`src/rtl/modexp_pkg.sv`:
```
// Shared types and sizing helpers for the modular exponentiation engine.
// Consumers: mod_exp_unit (top) and mod_mul (interleaved modular multiplier).
package modexp_pkg;

  typedef enum logic [2:0] {
    ST_IDLE   = 3'd0,
    ST_REDUCE = 3'd1,
    ST_CHECK  = 3'd2,
    ST_MUL    = 3'd3,
    ST_DONE   = 3'd4
  } modexp_state_t;

  // Multiplier accumulator holds 2P + b < 3m, so two guard bits above N suffice.
  localparam int MUL_ACC_GUARD = 2;

  function automatic int mul_acc_width(input int n);
    return n + MUL_ACC_GUARD;
  endfunction

endpackage

```
`src/rtl/mod_mul.sv`:
```
// Interleaved shift-add modular multiplier: product = a * b mod m, MSB-first,
// one bit per clock, N iterations after start; done pulses after the last one.
module mod_mul #(
  parameter int N = 32
) (
  input  logic         clock,
  input  logic         reset,
  input  logic         start,
  input  logic [N-1:0] a,
  input  logic [N-1:0] b,
  input  logic [N-1:0] m,
  output logic         done,
  output logic [N-1:0] product
);
  import modexp_pkg::*;

  localparam int AW = mul_acc_width(N);
  localparam int CW = $clog2(N + 1);

  logic [N-1:0]  a_q;
  logic [N-1:0]  b_q;
  logic [N-1:0]  m_q;
  logic [N-1:0]  p_q;
  logic [N-1:0]  p_next;
  logic [AW-1:0] t_add;
  logic [AW-1:0] t_sub;
  logic [CW-1:0] cnt;

  always_comb begin
    t_add  = (AW'(p_q) << 1) + (a_q[N-1] ? AW'(b_q) : '0);
    t_sub  = (t_add >= AW'(m_q)) ? t_add - AW'(m_q) : t_add;
    p_next = N'((t_sub >= AW'(m_q)) ? t_sub - AW'(m_q) : t_sub);
  end

  // A start while iterating simply restarts; the caller never relies on the old run.
  always_ff @(posedge clock or posedge reset) begin
    if (reset) begin
      a_q  <= '0;
      b_q  <= '0;
      m_q  <= '0;
      p_q  <= '0;
      cnt  <= '0;
      done <= 1'b0;
    end else begin
      done <= 1'b0;
      if (start) begin
        a_q <= a;
        b_q <= b;
        m_q <= m;
        p_q <= '0;
        cnt <= CW'(N);
      end else if (cnt != '0) begin
        p_q <= p_next;
        a_q <= a_q << 1;
        cnt <= cnt - 1'b1;
        if (cnt == CW'(1)) done <= 1'b1;
      end
    end
  end

  assign product = p_q;

endmodule

```
`src/rtl/mod_exp_unit.sv`:
```
// Right-to-left square-and-multiply modular exponentiation, result = base^exponent mod modulus.
// Build option MODEXP_EARLY_EXIT_EN: stop when the exponent is exhausted (default: always N rounds).
//
// state  | meaning
// IDLE   | waiting for start; latches operands, launches base reduction
// REDUCE | multiplier A reduces base mod m
// CHECK  | decide whether another square/multiply round is needed
// MUL    | A squares b, B multiplies acc by b
// DONE   | one-cycle done pulse, result/error already registered
module mod_exp_unit #(
  parameter int N = 32
) (
  input  logic         clock,
  input  logic         reset,
  input  logic         start,
  input  logic [N-1:0] base,
  input  logic [N-1:0] exponent,
  input  logic [N-1:0] modulus,
  output logic         busy,
  output logic         done,
  output logic [N-1:0] result,
  output logic         error
);
  import modexp_pkg::*;

  modexp_state_t state, state_nxt;

  logic [N-1:0] m_r;
  logic [N-1:0] e_r;
  logic [N-1:0] acc_r;
  logic [N-1:0] acc_init;
  logic [N-1:0] acc_next;
  logic [N-1:0] result_r;
  logic         error_r;
  logic         loop_end;

  logic         a_start, b_start;
  logic [N-1:0] a_op_a, a_op_b, a_op_m;
  logic [N-1:0] b_op_a, b_op_b;
  logic         a_done, b_done;
  logic [N-1:0] a_prod, b_prod;

`ifdef MODEXP_EARLY_EXIT_EN
  assign loop_end = (e_r == '0);
`else
  localparam int RW = $clog2(N + 1);
  logic [RW-1:0] rnd;
  assign loop_end = (rnd == '0);
`endif

  assign acc_init = (m_r == N'(1)) ? '0 : N'(1);

  // The square b lives in A's product register. Each round's multiplies are
  // launched on the edge that enters CHECK, so a round costs N+1 edges; if
  // CHECK then ends the loop, that last launch is simply abandoned.
  always_comb begin
    state_nxt = state;
    a_start   = 1'b0;
    b_start   = 1'b0;
    acc_next  = (state == ST_REDUCE) ? acc_init : (e_r[0] ? b_prod : acc_r);
    a_op_a    = a_prod;
    a_op_b    = a_prod;
    a_op_m    = m_r;
    b_op_a    = acc_next;
    b_op_b    = a_prod;
    case (state)
      ST_IDLE: begin
        if (start) begin
          if (modulus == '0) begin
            state_nxt = ST_DONE;
          end else begin
            a_start   = 1'b1;
            a_op_a    = base;
            a_op_b    = N'(1);
            a_op_m    = modulus;
            state_nxt = ST_REDUCE;
          end
        end
      end
      ST_REDUCE: begin
        if (a_done) begin
          a_start   = 1'b1;
          b_start   = 1'b1;
          state_nxt = ST_CHECK;
        end
      end
      ST_CHECK: state_nxt = loop_end ? ST_DONE : ST_MUL;
      ST_MUL: begin
        if (a_done && b_done) begin
          a_start   = 1'b1;
          b_start   = 1'b1;
          state_nxt = ST_CHECK;
        end
      end
      ST_DONE: state_nxt = ST_IDLE;
      default: state_nxt = ST_IDLE;
    endcase
  end

  always_ff @(posedge clock or posedge reset) begin
    if (reset) begin
      state    <= ST_IDLE;
      m_r      <= '0;
      e_r      <= '0;
      acc_r    <= '0;
      result_r <= '0;
      error_r  <= 1'b0;
`ifndef MODEXP_EARLY_EXIT_EN
      rnd      <= '0;
`endif
    end else begin
      state <= state_nxt;
      case (state)
        ST_IDLE: begin
          if (start) begin
            m_r <= modulus;
            e_r <= exponent;
            if (modulus == '0) begin
              result_r <= '0;
              error_r  <= 1'b1;
            end
          end
        end
        ST_REDUCE: begin
          if (a_done) begin
            acc_r <= acc_next;
`ifndef MODEXP_EARLY_EXIT_EN
            rnd   <= RW'(N);
`endif
          end
        end
        // Result is registered on entry to DONE so it is valid alongside the pulse.
        ST_CHECK: begin
          if (loop_end) begin
            result_r <= acc_r;
            error_r  <= 1'b0;
          end
        end
        ST_MUL: begin
          if (a_done && b_done) begin
            acc_r <= acc_next;
            e_r   <= e_r >> 1;
`ifndef MODEXP_EARLY_EXIT_EN
            rnd   <= rnd - 1'b1;
`endif
          end
        end
        default: ;
      endcase
    end
  end

  mod_mul #(.N(N)) u_mul_a (
    .clock   (clock),
    .reset   (reset),
    .start   (a_start),
    .a       (a_op_a),
    .b       (a_op_b),
    .m       (a_op_m),
    .done    (a_done),
    .product (a_prod)
  );

  mod_mul #(.N(N)) u_mul_b (
    .clock   (clock),
    .reset   (reset),
    .start   (b_start),
    .a       (b_op_a),
    .b       (b_op_b),
    .m       (m_r),
    .done    (b_done),
    .product (b_prod)
  );

  assign busy   = (state != ST_IDLE);
  assign done   = (state == ST_DONE);
  assign result = result_r;
  assign error  = error_r;

endmodule

```
`config.mk`:
```
export PLATFORM = sky130hd
export DESIGN_NAME = mod_exp_unit
export DESIGN_NICKNAME = d
export VERILOG_FILES = /design/src/rtl/modexp_pkg.sv /design/src/rtl/mod_mul.sv /design/src/rtl/mod_exp_unit.sv
export SDC_FILE = /design/constraint.sdc
export NUM_CORES = 2
export LEC_CHECK = 0
export CAP_MARGIN = 15
export CORE_MARGIN = 2
export CORE_UTILIZATION = 49
export DETAILED_ROUTE_END_ITERATION = 8
export GPL_ROUTABILITY_DRIVEN = 0
export PLACE_DENSITY_LB_ADDON = 0.3
export SYNTH_ARGS = -nofsm -noshare
export SYNTH_HDL_FRONTEND = slang
export SYNTH_HIERARCHICAL = 1
export SYNTH_SLANG_ARGS = --single-unit
```
`constraint.sdc`:
```
create_clock -name clock -period 9.7 [get_ports clock]
set_input_delay 1.94 -clock clock [delete_from_list [all_inputs] [get_ports clock]]
set_output_delay 1.94 -clock clock [all_outputs]
set_load 0.05 [all_outputs]
```
Word-level counts from Yosys, hierarchy flattened
Cells that the tools add are included.

word-level totals
  word-level logic and storage cells = 126
  output and inout port bits = 35
  input bits = 99
  register bits = 408

cells by class
  mux-type cells = 65
  magnitude comparators = 4
  $add $sub $neg = 9
  equal/unequal tests = 12
  reduce and logical (&&, ||, !) cells = 17

operator list
  operator               count
  $mux W32               30
  $pmux W32 S2           3
  $ge A34 B32 Y1         4
  $add A33 B34 Y34       2
  $mux W34               2
  $sub A34 B32 Y34       2
  $sub A32 B32 Y32       2
  $mux W6                6
  $eq A32 B1 Y1 const B  1
  $logic_not A32 Y1      1
  $sub A6 B1 Y6 const B  3
  $mux W3                5
  $mux W1                14
  $eq A6 B1 Y1 const B   2
  $pmux W3 S4            1
  $pmux W6 S2            1
  $reduce_bool A6 Y1     2
  $reduce_bool A2 Y1     5
  $reduce_and A3 Y1      3
  $ne A2 B2 Y1 const B   4
  $eq A3 B2 Y1 const B   2
  $logic_not A6 Y1       1
  $pmux W1 S2            2
  $reduce_and A4 Y1      1
  8 further kinds        8

Logic depth before layout (Yosys ltp)
  depth in word-level cells = 8
  mapped depth = 40
  depth with buffers taken out = 34

Cells and area by module
Netlist, hierarchy kept.

modules (own cells, without submodules)
  module              times used  sequential area each (µm²)  cells an instance  area an instance (µm²)
  mod_mul at u_mul_a  1           3378.2                      1341               11532.3
  mod_mul at u_mul_b  1           3378.2                      1331               11267.1
  mod_exp_unit        1           3453.3                      750                7512.2

Worst setup path after synthesis
OpenSTA, ideal clock, no wires.

  kind = reg2reg
  start = register u_mul_b.a_q[31]
  end = register u_mul_b.p_q[20], in the netlist u_mul_b/product[20]
  buffers on the path = 5
  setup slack = 1811 ps
  library setup time = 94 ps
  arrival = 7795 ps
  period minus slack after synthesis = 7889 ps
  required time = 9606 ps
  cell stages (with the launch flop) = 38
  cells stage by stage = dfrtp_1 > clkbuf_1 > and2_1 > ha_1 > fa_1 > a211oi_1 > o211a_1 > o2111a_1 > nand4b_1 > a31oi_1 > a211o_1 > a21oi_1 > xnor2_1 > ha_1 > clkbuf_1 > a21o_1 > a21o_1 > a21oi_1 > [2 not listed] > o211ai_1 > a21oi_4 > buf_2 > mux2_2 > ha_1 > and3_1 > and4_1 > o311ai_1 > a31oi_1 > a31oi_1 > a21oi_1 > a2111oi_0 > o211ai_1 > or3b_1 > buf_4 > buf_6 > mux2i_1 > a211oi_1

on the way
  cells in the longest elaborated chain, start to end = 8
  elaborated cells on any way between the ends = 10
  classes of those cells = add/sub: 3; order compare: 2; mux: 5

RTL lines
  element                                                    RTL line       text
  start, declared                                            mod_mul.sv:20  logic [N-1:0] a_q;
  start signal, assigned                                     mod_mul.sv:54  a_q <= a_q << 1;
  $mux W32 (*)                                               mod_mul.sv:30  t_add = (AW'(p_q) << 1) + (a_q[N-1] ? AW'(b_q) : '0);
  $add A33 B34 Y34 (*)                                       mod_mul.sv:30
  $sub A34 B32 Y34 / $ge A34 B32 Y1 (equally long branches)  mod_mul.sv:31  t_sub = (t_add >= AW'(m_q)) ? t_add - AW'(m_q) : t_add;
  $mux W34 (*)                                               mod_mul.sv:31
  $sub A32 B32 Y32 / $ge A34 B32 Y1 (equally long branches)  mod_mul.sv:32  p_next = N'((t_sub >= AW'(m_q)) ? t_sub - AW'(m_q) : t_sub);
  $mux W32 (*)                                               mod_mul.sv:32
  $mux W32 (*)                                               mod_mul.sv:52  end else if (cnt != '0) begin
  $mux W32 (*)                                               mod_mul.sv:46  if (start) begin
  end signal, assigned                                       mod_mul.sv:53  p_q <= p_next;
  end, declared                                              mod_mul.sv:23  logic [N-1:0] p_q;

Every way passes the cells marked *; elsewhere a longest branch is shown, timed or not. The select of a mux whose other input is x is not followed.
A chain may end at the register's enable or synchronous reset.

Worst setup path after layout
  start = register u_mul_a.a_q[31]
  end = register u_mul_a.p_q[8], in the netlist u_mul_a/product[8]

on the way
  cells in the longest elaborated chain, start to end = 8
  elaborated cells on any way between the ends = 10
  classes of those cells = add/sub: 3; order compare: 2; mux: 5

RTL lines
  element                                                    RTL line
  start, declared                                            mod_mul.sv:20
  start signal, assigned                                     mod_mul.sv:54
  $mux W32 (*)                                               mod_mul.sv:30
  $add A33 B34 Y34 (*)                                       mod_mul.sv:30
  $sub A34 B32 Y34 / $ge A34 B32 Y1 (equally long branches)  mod_mul.sv:31
  $mux W34 (*)                                               mod_mul.sv:31
  $sub A32 B32 Y32 / $ge A34 B32 Y1 (equally long branches)  mod_mul.sv:32
  $mux W32 (*)                                               mod_mul.sv:32
  $mux W32 (*)                                               mod_mul.sv:52
  $mux W32 (*)                                               mod_mul.sv:46
  end signal, assigned                                       mod_mul.sv:53
  end, declared                                              mod_mul.sv:23

Marks and branches as above.

==> impl_metrics.yaml <==
outcome:
  status: "finished, final reports clean"
logic_synthesis:
  synthTopCellsByCount: "548 x nand2_1, 408 x dfrtp_1, 233 x o21ai_0, 198 x ha_1, 195 x a21oi_1"
  synth_compound_area_share_pct: 19.9
  synth.area.mux_share_pct: 11.2
  ys_seq_elements: 408
  yosysTopAreaCellShare_pct: 33.7
  syn_inst: 3422
  async_reset_ff_share_pct: 100
  yosysMostFrequentCell: "nand2_1"
  yosysSeqAreaShare_pct: 33.7
  ys_top_cells_by_area: "dfrtp_1 34%, ha_1 8.2%, nand2_1 6.8%"
  synth_fa_ha_area_share_pct: 8.57
  synth_top_area_cell: "dfrtp_1"
  ys_types: 110
  synth_edf_count: 0
  yosysWarningCount: 6
  synth_xor_area_share_pct: 5.11
  synth-simple-area-share_pct: 17.1
  syn-num-nets: 3725
  synth_top_family_by_area: "compound AO/OA/AOI/OAI gates"
  ys.flop_type: "dfrtp_1"
  syn_area_per_cell_um2: 8.86
  synthesis.area_um2: 30300
floorplan:
  core_area_um2: 61500
  io_pins: 134
  start_util_pct: 49.3
  num_rows: 91
  dieWidth_um: 253
  die_area_um2: 63900
  dieHeight_um: 253
grt:
  overflow: 0
  antenna_found_initial: 2
  grt_pass1_wl_mm: 129
  grt_pass1_vias: 23700
  grt_start_max_net_pins: 111
  grt_util_all_layers_pct: 25.1
worst_setup_path:
  critPathMaxFanout: 34
  cp-end-kind: "flop"
  worst-setup-path-type: "reg2reg"
  crit_top_cell: "ha_1"
  timing.critical_path.from_type: "flop"
  required_ns: 10.12
  path_delay_family: "compound AO/OA/AOI/OAI gates"
  cp_num_buf_inv: 2
  critPathSlowestCell: "dfrtp_2"
  cp.arrival_ns: 9.64
  worst_path_largest_cell_delay_ns: 0.59
drt:
  drtPass1Iterations: 6
  viasPerCell: 5.90
  drtIter0Drc: 2115
  postRouteAntennaNets: 0
  drc: 0
  wl_per_cell_um: 18.8
  totalWireLength_mm: 80.3
  vias: 25200
place:
  io_buffers: 133
  hpwl_mm: 61.3
clock_tree:
  cts_buffers: 45
  insertion_delay_ns: 0.59
  clkSlewWorstSetupHoldPaths_ns: 0.06
  hold_buffers: 0
  h-tree-depth: 2
  cts_resized: 0
  clockBufferDepth: 3
  cts_root_buf: "clkbuf_16"
  cts_tree: "done"
  cts_sinks: 408
  cts_setup_buffers: 0
timing:
  min_period_over_period_pct: 95.1
  rsz0062_at_grt: "no"
  setup_tns_ns: 0
  fin_skew_ns: 0.0161
  maxSlewHeadroom_pct: 26.1
  drv_slew: 0
  worstMarginPinSlew_ns: 1.11
  fmax_mhz: 108
  period_needed_ns: 9.23
  setup_viol: 0
  hold_viol: 0
cells_and_area:
  drive_gt1_share_pct: 9.83
  fillers: 5541
  fin_nets: 3761
  area_growth_pct: 10.8
flow_run:
  cap_violations: 0
min_path:
  hold_path_class: "reg2reg"
## layout make-up
type                            instances  area (µm²)  share of cell area [%]
Clock buffer                           66        1290                    3.86
Tap cell                              790         988                    2.94
Sequential cell                       408       10200                    30.4
Inverter                              130         508                    1.51
Timing Repair Buffer                  163        1560                    4.63
Clock inverter                         13         201                   0.600
Multi-Input combinational cell       2710       18800                    56.0
Antenna cell                            1        2.50                 0.00745
## cells by family after synthesis
family          Yosys count
simple gates           1119
compound gates          902
flops                   408
mux                     307
buf+inv                 305
fa+ha+maj               204
xor+xnor                177
## stage by stage
stage                     util (%)  setup WS [ns]  cell area [µm²]  instances  hold slack [ns]
after global routing          54.6         0.0326            33600       4280            0.508
after floorplan                  -           1.81            30300       3422            0.463
final                         54.6          0.474            33600       4281            0.486
after global placement        52.2          0.421            32100       4200            0.474
after detailed placement      52.2          0.338            32100       4200            0.479
after CTS                     54.6          0.285            33600       4279            0.492
## final timing paths
| kind | depth (start not counted) | start | slack, ns | end |
|---|---|---|---|---|
| worst max-delay path | 32 | u_mul_a/a_q[31] | 0.47 | u_mul_a/product[8] |
| worst min-delay path | 1 | error | 0.49 | error |
| min in group asynchronous | 2 | reset | 2.02 | u_mul_a/done |
| max in group asynchronous | 3 | reset | 6.28 | e_r[0] |
| worst min register to register | 1 | error | 0.49 | error |
| worst max register to register | 32 | u_mul_a/a_q[31] | 0.47 | u_mul_a/product[8] |
## cell usage in the layout, fill, tap and decap left out, types with 21 or more instances in the layout
master,count
nand4_1,30
xnor2_1,114
inv_1,125
mux2_2,129
a21o_1,67
a211oi_1,56
mux2i_1,128
nor2_1,194
clkdlybuf4s50_1,133
and2_1,102
o2bb2ai_1,34
a31oi_1,25
dfrtp_1,405
nand3_1,56
nor4_1,27
and3_1,24
mux2_1,21
nand2_1,546
mux2_4,29
a21oi_1,195
o21ai_0,233
xor2_1,63
clkbuf_16,45
buf_4,30
nor3_1,30
o21a_1,26
nand2b_1,26
o21ai_1,34
ha_1,198
## state kept, by name, summed over array words and instances (netlist names)
signal,flops
acc_r,32
e_r,32
error,1
m_r,32
result,32
rnd,6
state,3
u_mul_a/a_q,32
u_mul_a/b_q,32
u_mul_a/cnt,6
u_mul_a/done,1
u_mul_a/m_q,32
u_mul_a/product,32
u_mul_b/a_q,32
u_mul_b/b_q,32
u_mul_b/cnt,6
u_mul_b/done,1
u_mul_b/m_q,32
u_mul_b/product,32
## routing by layer
metal | share of wire [%] | up-vias | GRT usage (%)
li1 | - | 12300 | -
met1 | 45 | 12000 | 34.9
met5 | 0 | - | 0
met3 | 5.6 | 168 | 2.31
met2 | 45 | 799 | 40.3
met4 | 4.2 | 0 | 9.97
Power is not shown: default switching activity piles up to over one toggle a cycle in this logic, so the estimate is an artifact.
